===== src/rtl/reg_rd_pkg.sv =====
// Shared types and sizing helpers for the wide-register read path.
// Provides the reader FSM state, default widths and beat-count helpers.
package reg_rd_pkg;

    localparam int REG_WIDTH = 128;
    localparam int BUS_WIDTH = 32;

    typedef enum logic [1:0] {
        IDLE,
        SEND,
        DONE
    } state_t;

    function automatic int beat_count(int dw, int bw);
        return dw / bw;
    endfunction

    // Never narrower than one bit so a single-beat build still has a port.
    function automatic int index_width(int dw, int bw);
        int n;
        n = dw / bw;
        return (n > 1) ? $clog2(n) : 1;
    endfunction

endpackage


===== src/rtl/beat_select.sv =====
// Combinational slice mux: picks one BEAT_WIDTH slice of a wide word.
// Ports: shadow (wide word), index (emission-order beat), beat (slice).
module beat_select
    import reg_rd_pkg::*;
#(
    parameter int DATA_WIDTH = REG_WIDTH,
    parameter int BEAT_WIDTH = BUS_WIDTH,
    parameter bit MSW_FIRST  = 1'b0,
    localparam int N  = beat_count(DATA_WIDTH, BEAT_WIDTH),
    localparam int IW = index_width(DATA_WIDTH, BEAT_WIDTH)
) (
    input  logic [DATA_WIDTH-1:0] shadow,
    input  logic [IW-1:0]         index,
    output logic [BEAT_WIDTH-1:0] beat
);

    int slot;

    // Emission order maps to slice position; MSW-first walks downward.
    always_comb begin
        slot = MSW_FIRST ? (N - 1 - int'(index)) : int'(index);
        beat = shadow[slot*BEAT_WIDTH +: BEAT_WIDTH];
    end

endmodule


===== src/rtl/register_128_reader.sv =====
// Captures a wide register on Start and streams it as narrow beats.
// Ports: Clock/Clear, Q/Start in, Beat/Valid/Ready/Index/Last, Busy/Done.
module register_128_reader
    import reg_rd_pkg::*;
#(
    parameter int DATA_WIDTH = REG_WIDTH,
    parameter int BEAT_WIDTH = BUS_WIDTH,
    parameter bit MSW_FIRST  = 1'b0,
    localparam int N  = beat_count(DATA_WIDTH, BEAT_WIDTH),
    localparam int IW = index_width(DATA_WIDTH, BEAT_WIDTH)
) (
    input  logic                  Clock,
    input  logic                  Clear,
    input  logic [DATA_WIDTH-1:0] Q,
    input  logic                  Start,
    output logic                  Busy,
    output logic [BEAT_WIDTH-1:0] Beat,
    output logic                  Valid,
    input  logic                  Ready,
    output logic [IW-1:0]         Index,
    output logic                  Last,
    output logic                  Done
);

    localparam logic [IW-1:0] LAST_IDX = IW'(N - 1);

    state_t                state;
    logic [DATA_WIDTH-1:0] shadow;

    always_ff @(posedge Clock) begin
        if (Clear) begin
            state  <= IDLE;
            shadow <= '0;
            Index  <= '0;
            Busy   <= 1'b0;
            Valid  <= 1'b0;
            Last   <= 1'b0;
            Done   <= 1'b0;
        end else begin
            case (state)
                IDLE: begin
                    Done <= 1'b0;
                    if (Start) begin
                        shadow <= Q;
                        Index  <= '0;
                        state  <= SEND;
                        Busy   <= 1'b1;
                        Valid  <= 1'b1;
                        Last   <= (N == 1);
                    end
                end
                SEND: begin
                    // Without Ready everything holds, so Beat stays put.
                    if (Ready) begin
                        if (Index == LAST_IDX) begin
                            state <= DONE;
                            Valid <= 1'b0;
                            Last  <= 1'b0;
                            Done  <= 1'b1;
                        end else begin
                            Index <= Index + IW'(1);
                            Last  <= ((Index + IW'(1)) == LAST_IDX);
                        end
                    end
                end
                DONE: begin
                    state <= IDLE;
                    Done  <= 1'b0;
                    Busy  <= 1'b0;
                    Index <= '0;
                end
                default: state <= IDLE;
            endcase
        end
    end

    // Beat depends only on registered shadow and Index.
    beat_select #(
        .DATA_WIDTH(DATA_WIDTH),
        .BEAT_WIDTH(BEAT_WIDTH),
        .MSW_FIRST (MSW_FIRST)
    ) u_sel (
        .shadow(shadow),
        .index (Index),
        .beat  (Beat)
    );

endmodule


===== config.mk =====
export PLATFORM = sky130hd
export DESIGN_NAME = register_128_reader
export DESIGN_NICKNAME = d
export VERILOG_FILES = /design/src/rtl/reg_rd_pkg.sv /design/src/rtl/beat_select.sv /design/src/rtl/register_128_reader.sv
export SDC_FILE = /design/constraint.sdc
export NUM_CORES = 1
export LEC_CHECK = 0
export CORE_ASPECT_RATIO = 1.4
export CORE_MARGIN = 5
export CORE_UTILIZATION = 55
export CTS_CLUSTER_DIAMETER = 150
export CTS_CLUSTER_SIZE = 16
export DETAILED_ROUTE_END_ITERATION = 10
export DONT_BUFFER_PORTS = 1
export PLACE_DENSITY = 0.7
export SLEW_MARGIN = 20
export SYNTH_ARGS = -nofsm -noshare
export SYNTH_HDL_FRONTEND = slang
export SYNTH_SLANG_ARGS = --single-unit

===== constraint.sdc =====
create_clock -name Clock -period 2.3 [get_ports Clock]
set_input_delay 0.69 -clock Clock [delete_from_list [all_inputs] [get_ports Clock]]
set_output_delay 0.69 -clock Clock [all_outputs]
set_load 0.01 [all_outputs]

After elaboration in Yosys (flattened, before gate mapping)
Cells that the tools add are included.
{ "totals": {"word_cells": 50, "regBits": 136, "output_inout_bits": 38, "input_bits": 132} }
{ "op_classes": {"eq_ne": 8, "addsub": 1, "n_reduce_logical": 13, "shifts": 1, "muxes": 20} }
{ "ops": {"columns": ["operator", "count"], "rows": [
  ["variable part select 128 x 8 -> 32 bit", 1],
  ["two-way mux 2 bit", 6],
  ["AND reduction 3 bit", 3],
  ["two-way mux 1 bit", 8],
  ["!= test 2 bit (second input constant)", 4],
  ["one-hot mux 1 bit (2 select lines)", 4],
  ["AND reduction 4 bit", 2],
  ["equality test 2 bit (second input constant)", 3],
  ["one-hot mux 2 bit (3 select lines)", 1],
  ["nonzero test 2 bit", 3],
  ["one-hot mux 2 bit (2 select lines)", 1],
  ["AND reduction 2 bit", 2],
  ["nonzero test 3 bit", 1],
  ["adder 2 x 1 -> 2 bit (second input constant)", 1],
  ["equality test 2 x 1 -> 1 bit (second input constant)", 1],
  ["zero test 2 bit", 1],
  ["OR reduction 2 bit", 1]
]} }

Logic depth before layout (Yosys ltp)
{ "logic_depth": {"word_depth": 5, "ltp_mapped": 7, "depth_no_buf": 5} }

Hierarchy
From an unflattened synthesis, not the netlist that was laid out.
{ "unflattened": {"cells_unflattened": 635, "hier_area_um2": 5637.9} }
{ "modules_own_cells": {"columns": ["module", "area_per_inst_um2", "cells_each", "instances"], "rows": [
  ["register_128_reader", 4823.4, 596, 1],
  ["beat_select", 814.5, 39, 1]
]} }

Worst setup path after synthesis
OpenSTA, ideal clock, no wires.
{ "synth_path": {"kind": "reg-to-output", "start": "reg Index[0]", "end": "out Beat[10]", "slack_ns": 0.282, "required_time_ns": 1.610, "path_stages_with_launch": 4, "t_arrival_ns": 1.328, "path_cell_list": "dfxtp_1 > buf_4 > buf_4 > mux4_2"} }
{ "synth_between": {"elab_chain_cells": 1} }
{ "synth_rtl": {"columns": ["element", "line_no", "rtl"], "rows": [
  ["start, declared", "register_128_reader.sv:20", "output logic [IW-1:0] Index,"],
  ["start signal, assigned", "register_128_reader.sv:61", "Index <= Index + IW'(1);"],
  ["variable part select 128 x 8 -> 32 bit", "beat_select.sv:22", "beat = shadow[slot*BEAT_WIDTH +: BEAT_WIDTH];"],
  ["end, declared", "register_128_reader.sv:17", "output logic [BEAT_WIDTH-1:0] Beat,"]
]} }
No other way between the ends.

Worst setup path in the final report
{ "layout_path": {"start": "reg Index[0]", "end": "out Beat[27]"} }
Same word-level chain as after synthesis.

==> qor.tcl <==
set qor(htree_levels) 4
set qor(final_max_slew_viol_count) 0
set qor(detailedRoute.firstIterationViolations) 280
set qor(worstPathCellList) {buf_12 > mux4_2}
set qor(global_placement_routability_congestion) 0.788
set qor(synthArstFlopShare_pct) 0
set qor(synth.most_common_cell) {nand2_1}
set qor(globalRoute.totalOverflow) 0
set qor(irDropWorstVdd_uv) 687
set qor(start_util_pct) 56.7
set qor(netlist_top_cells_count) {nand2_1 (258), dfxtp_1 (136), a21oi_1 (130), mux4_2 (32), buf_4 (19)}
set qor(dpl_worst_slack_ns) 0.418
set qor(post-route-drc-count) 0
set qor(fin_crit_sh_pct) 99.1
set qor(floorplan.rows) 43
set qor(synthesis.nets) 770
set qor(crit_fanout) 12
set qor(hpwlAfterDp_um) 9340
set qor(holdCritPathClass) {in -> reg}
set qor(port_buffers) 0
set qor(avgSynthCellArea_um2) 8.87
set qor(start_kind) {flip-flop}
set qor(die_h_um) 130
set qor(post-place-cells) 726
set qor(power_w) 0.00613
set qor(nets) 747
set qor(detailedRoute.firstPassIterationCount) 4
set qor(finalSetupViolations) 0
set qor(synth-edff-count) 0
set qor(synthTopCellsByArea) {dfxtp_1 (48%), nand2_1 (17%), mux4_2 (13%)}
set qor(postLayoutSetupSlackWorst_ns) 0.0199
set qor(insertedDiodeCount) 0
set qor(critical_path.slowest_cell) {mux4_2}
set qor(worst_ep_arrival_time_ns) 1.59
set qor(critical_path.endpoint_type) {output pin}
set qor(clock_sink_count) 136
set qor(number_of_filler_instances_in_the_final_layout) 831
set qor(worst_pin_slew_ns) 0.510
set qor(post_drt_via_cell_ratio) 5.68
set qor(clk-insertion-delay-late_ns) 0.41
set qor(cts_root_buffer) {clkbuf_16}
set qor(path_delay_family) {multiplexers}
set qor(detailroute.via_count) 4322
set qor(synth_cells) 636
set qor(post_synthesis_cell_area_um2) 5640
set qor(wl_um) 13900
set qor(fmax_mhz) 439
set qor(area_growth_pct) 12.1
set qor(final-hold-violation-count) 0
set qor(clock_path_buffers) 2
set qor(cp.buffers_inverters) 1
set qor(p_leak_nw) 2.26
set qor(wire_length_per_cell_after_detailed_routing_um) 18.2
set qor(fp.dieArea_um2) 12400
set qor(grt_start_max_net_pins) 139
set qor(rsz0062_at_grt) {true}
set qor(max-slew-margin-rel_pct) 65.5
set qor(core_um2) 9950
set qor(status) {complete, no violations}
set qor(layout-drive-gt1-share_pct) 12.8
set qor(postSynth.topFlopCell) {dfxtp_1}
set qor(setup.worst_path.class) {reg -> out}
set qor(count_of_state_elements_after_synthesis) 136
set qor(ys_warn_count) 0
set qor(die_w_um) 95.6
set qor(global_route.usage.total_pct) 22.4
set qor(finClkSkew_ns) 0.00759
set qor(tritoncts) {done}
set qor(synth_largest_area_cell) {dfxtp_1}
set qor(ys_types) 26
set qor(critical_path_required_ns) 1.61
set qor(netlist.area_leader.share_pct) 48.3
set qor(worst_setup_hold_path_clk_slew_ns) 0.06
set qor(cts_made_buffers) 17
set qor(power.density_cell_area_nw_per_um2) 970
set qor(via_count_of_the_first_global_routing_pass) 4211
set qor(yosysSeqAreaShare_pct) 48.3
set qor(number_of_nets_still_failing_antenna_checks_after_routing) 0
set qor(worst_path_largest_cell_delay_ns) 0.56
set qor(number_of_antenna_violations_at_the_first_check_in_global_routing) 0
set qor(period_needed_ns) 2.28
set qor(drv.max_cap_violation_count) 0
set qor(final_cells) 761
set qor(postCtsHoldBufs) 0
set qor(grt_first_pass_wirelength_um) 21400
set qor(floorplan.io_pins) 170
-- sequential cells by signal (all words and copies together) (netlist names) --
name / count
state: 2
Valid: 1
shadow: 128
Done: 1
Last: 1
Index: 2
Busy: 1
-- power breakdown --
group	switching [W]	internal, W
registers	0.0000845	0.00249
clock network	0.000992	0.00212
logic	0.000246	0.000195
-- cell families (layout without fill, tap and decap cells) --
| group | after synthesis | count (layout) | synth area share, % |
|---|---|---|---|
| buffers and inverters | 56 | 46 | 6.79 |
| AND/OR/NAND/NOR | 268 | 268 | 18.6 |
| multiplexers | 32 | 32 | 12.8 |
| flip-flops | 136 | 136 | 48.3 |
| adder cells (fa/ha/maj) | 2 | 2 | 0.444 |
| AO/OA/AOI/OAI | 142 | 142 | 13.1 |
-- metal layers --
layer	GRT usage [%]	vias up	wire length, µm
met5	0	-	0
met4	8.54	0	273
met3	7.44	24	1120
met2	37.1	154	7150
met1	26.9	2047	5330
li1	-	2097	-
-- repair_timing --
| item | in CTS | in global routing |
|---|---|---|
| gates cloned | 1 | 1 |
| resized for setup | 2 | 0 |
| buffers inserted | 0 | 1 |
| endpoints found under the setup margin | 17 | 25 |
-- final cells by class --
cell class / count / area [µm²] / area share (%)
clock buffer: 21 / 470 / 7.44
clock inverter: 11 / 218 / 3.44
inverter: 3 / 11.3 / 0.178
multi-input combinational: 444 / 2540 / 40.2
sequential: 136 / 2730 / 43.1
tap: 135 / 169 / 2.67
timing repair buffer: 11 / 183 / 2.89
-- cells in the final DEF (no fill, tap or decap), types with 2 or more instances in the layout --
| master | instances |
|---|---|
| a21oi_1 | 130 |
| buf_12 | 5 |
| buf_4 | 4 |
| bufinv_16 | 6 |
| clkbuf_16 | 18 |
| clkbuf_8 | 3 |
| clkinv_4 | 2 |
| clkinvlp_4 | 2 |
| dfxtp_1 | 134 |
| ha_1 | 2 |
| inv_1 | 3 |
| mux4_2 | 32 |
| nand2_1 | 258 |
| nor4b_1 | 2 |
| o21ai_0 | 4 |
| o21ba_2 | 2 |
| o41ai_1 | 2 |
-- per-stage QoR --
stage / hold slack (ns) / util, % / instance area (µm²) / TNS [ns]
after floorplan: 0.433 / - / 5640 / 0
after global placement: 0.434 / 56.0 / 5570 / 0
final: 0.358 / 63.5 / 6320 / 0
after CTS: 0.338 / 63.2 / 6290 / -0.0348
after global routing: 0.338 / 63.5 / 6320 / -0.557
after detailed placement: 0.439 / 56.0 / 5570 / 0
-- worst reg2reg max path, delay by kind of cell (launching register included) --
| kind | cells | cell delay, ns |
|---|---|---|
| simple gates | 1 | 0.49 |
| compound gates | 2 | 0.25 |
| buf+inv | 1 | 0.21 |
| flops | 1 | 0.40 |
| fa+ha+maj | 1 | 0.23 |
-- final timing paths --
path	cells past startpoint	slack, ns	end	startpoint
hold reg to reg	2	0.45	shadow[77]	shadow[77]
setup reg to reg	5	0.57	Index[1]	Index[1]
hold / removal	1	0.36	shadow[0]	Clear
setup / recovery	2	0.02	Beat[27]	Index[0]
Power figures use the tool's default switching activity.
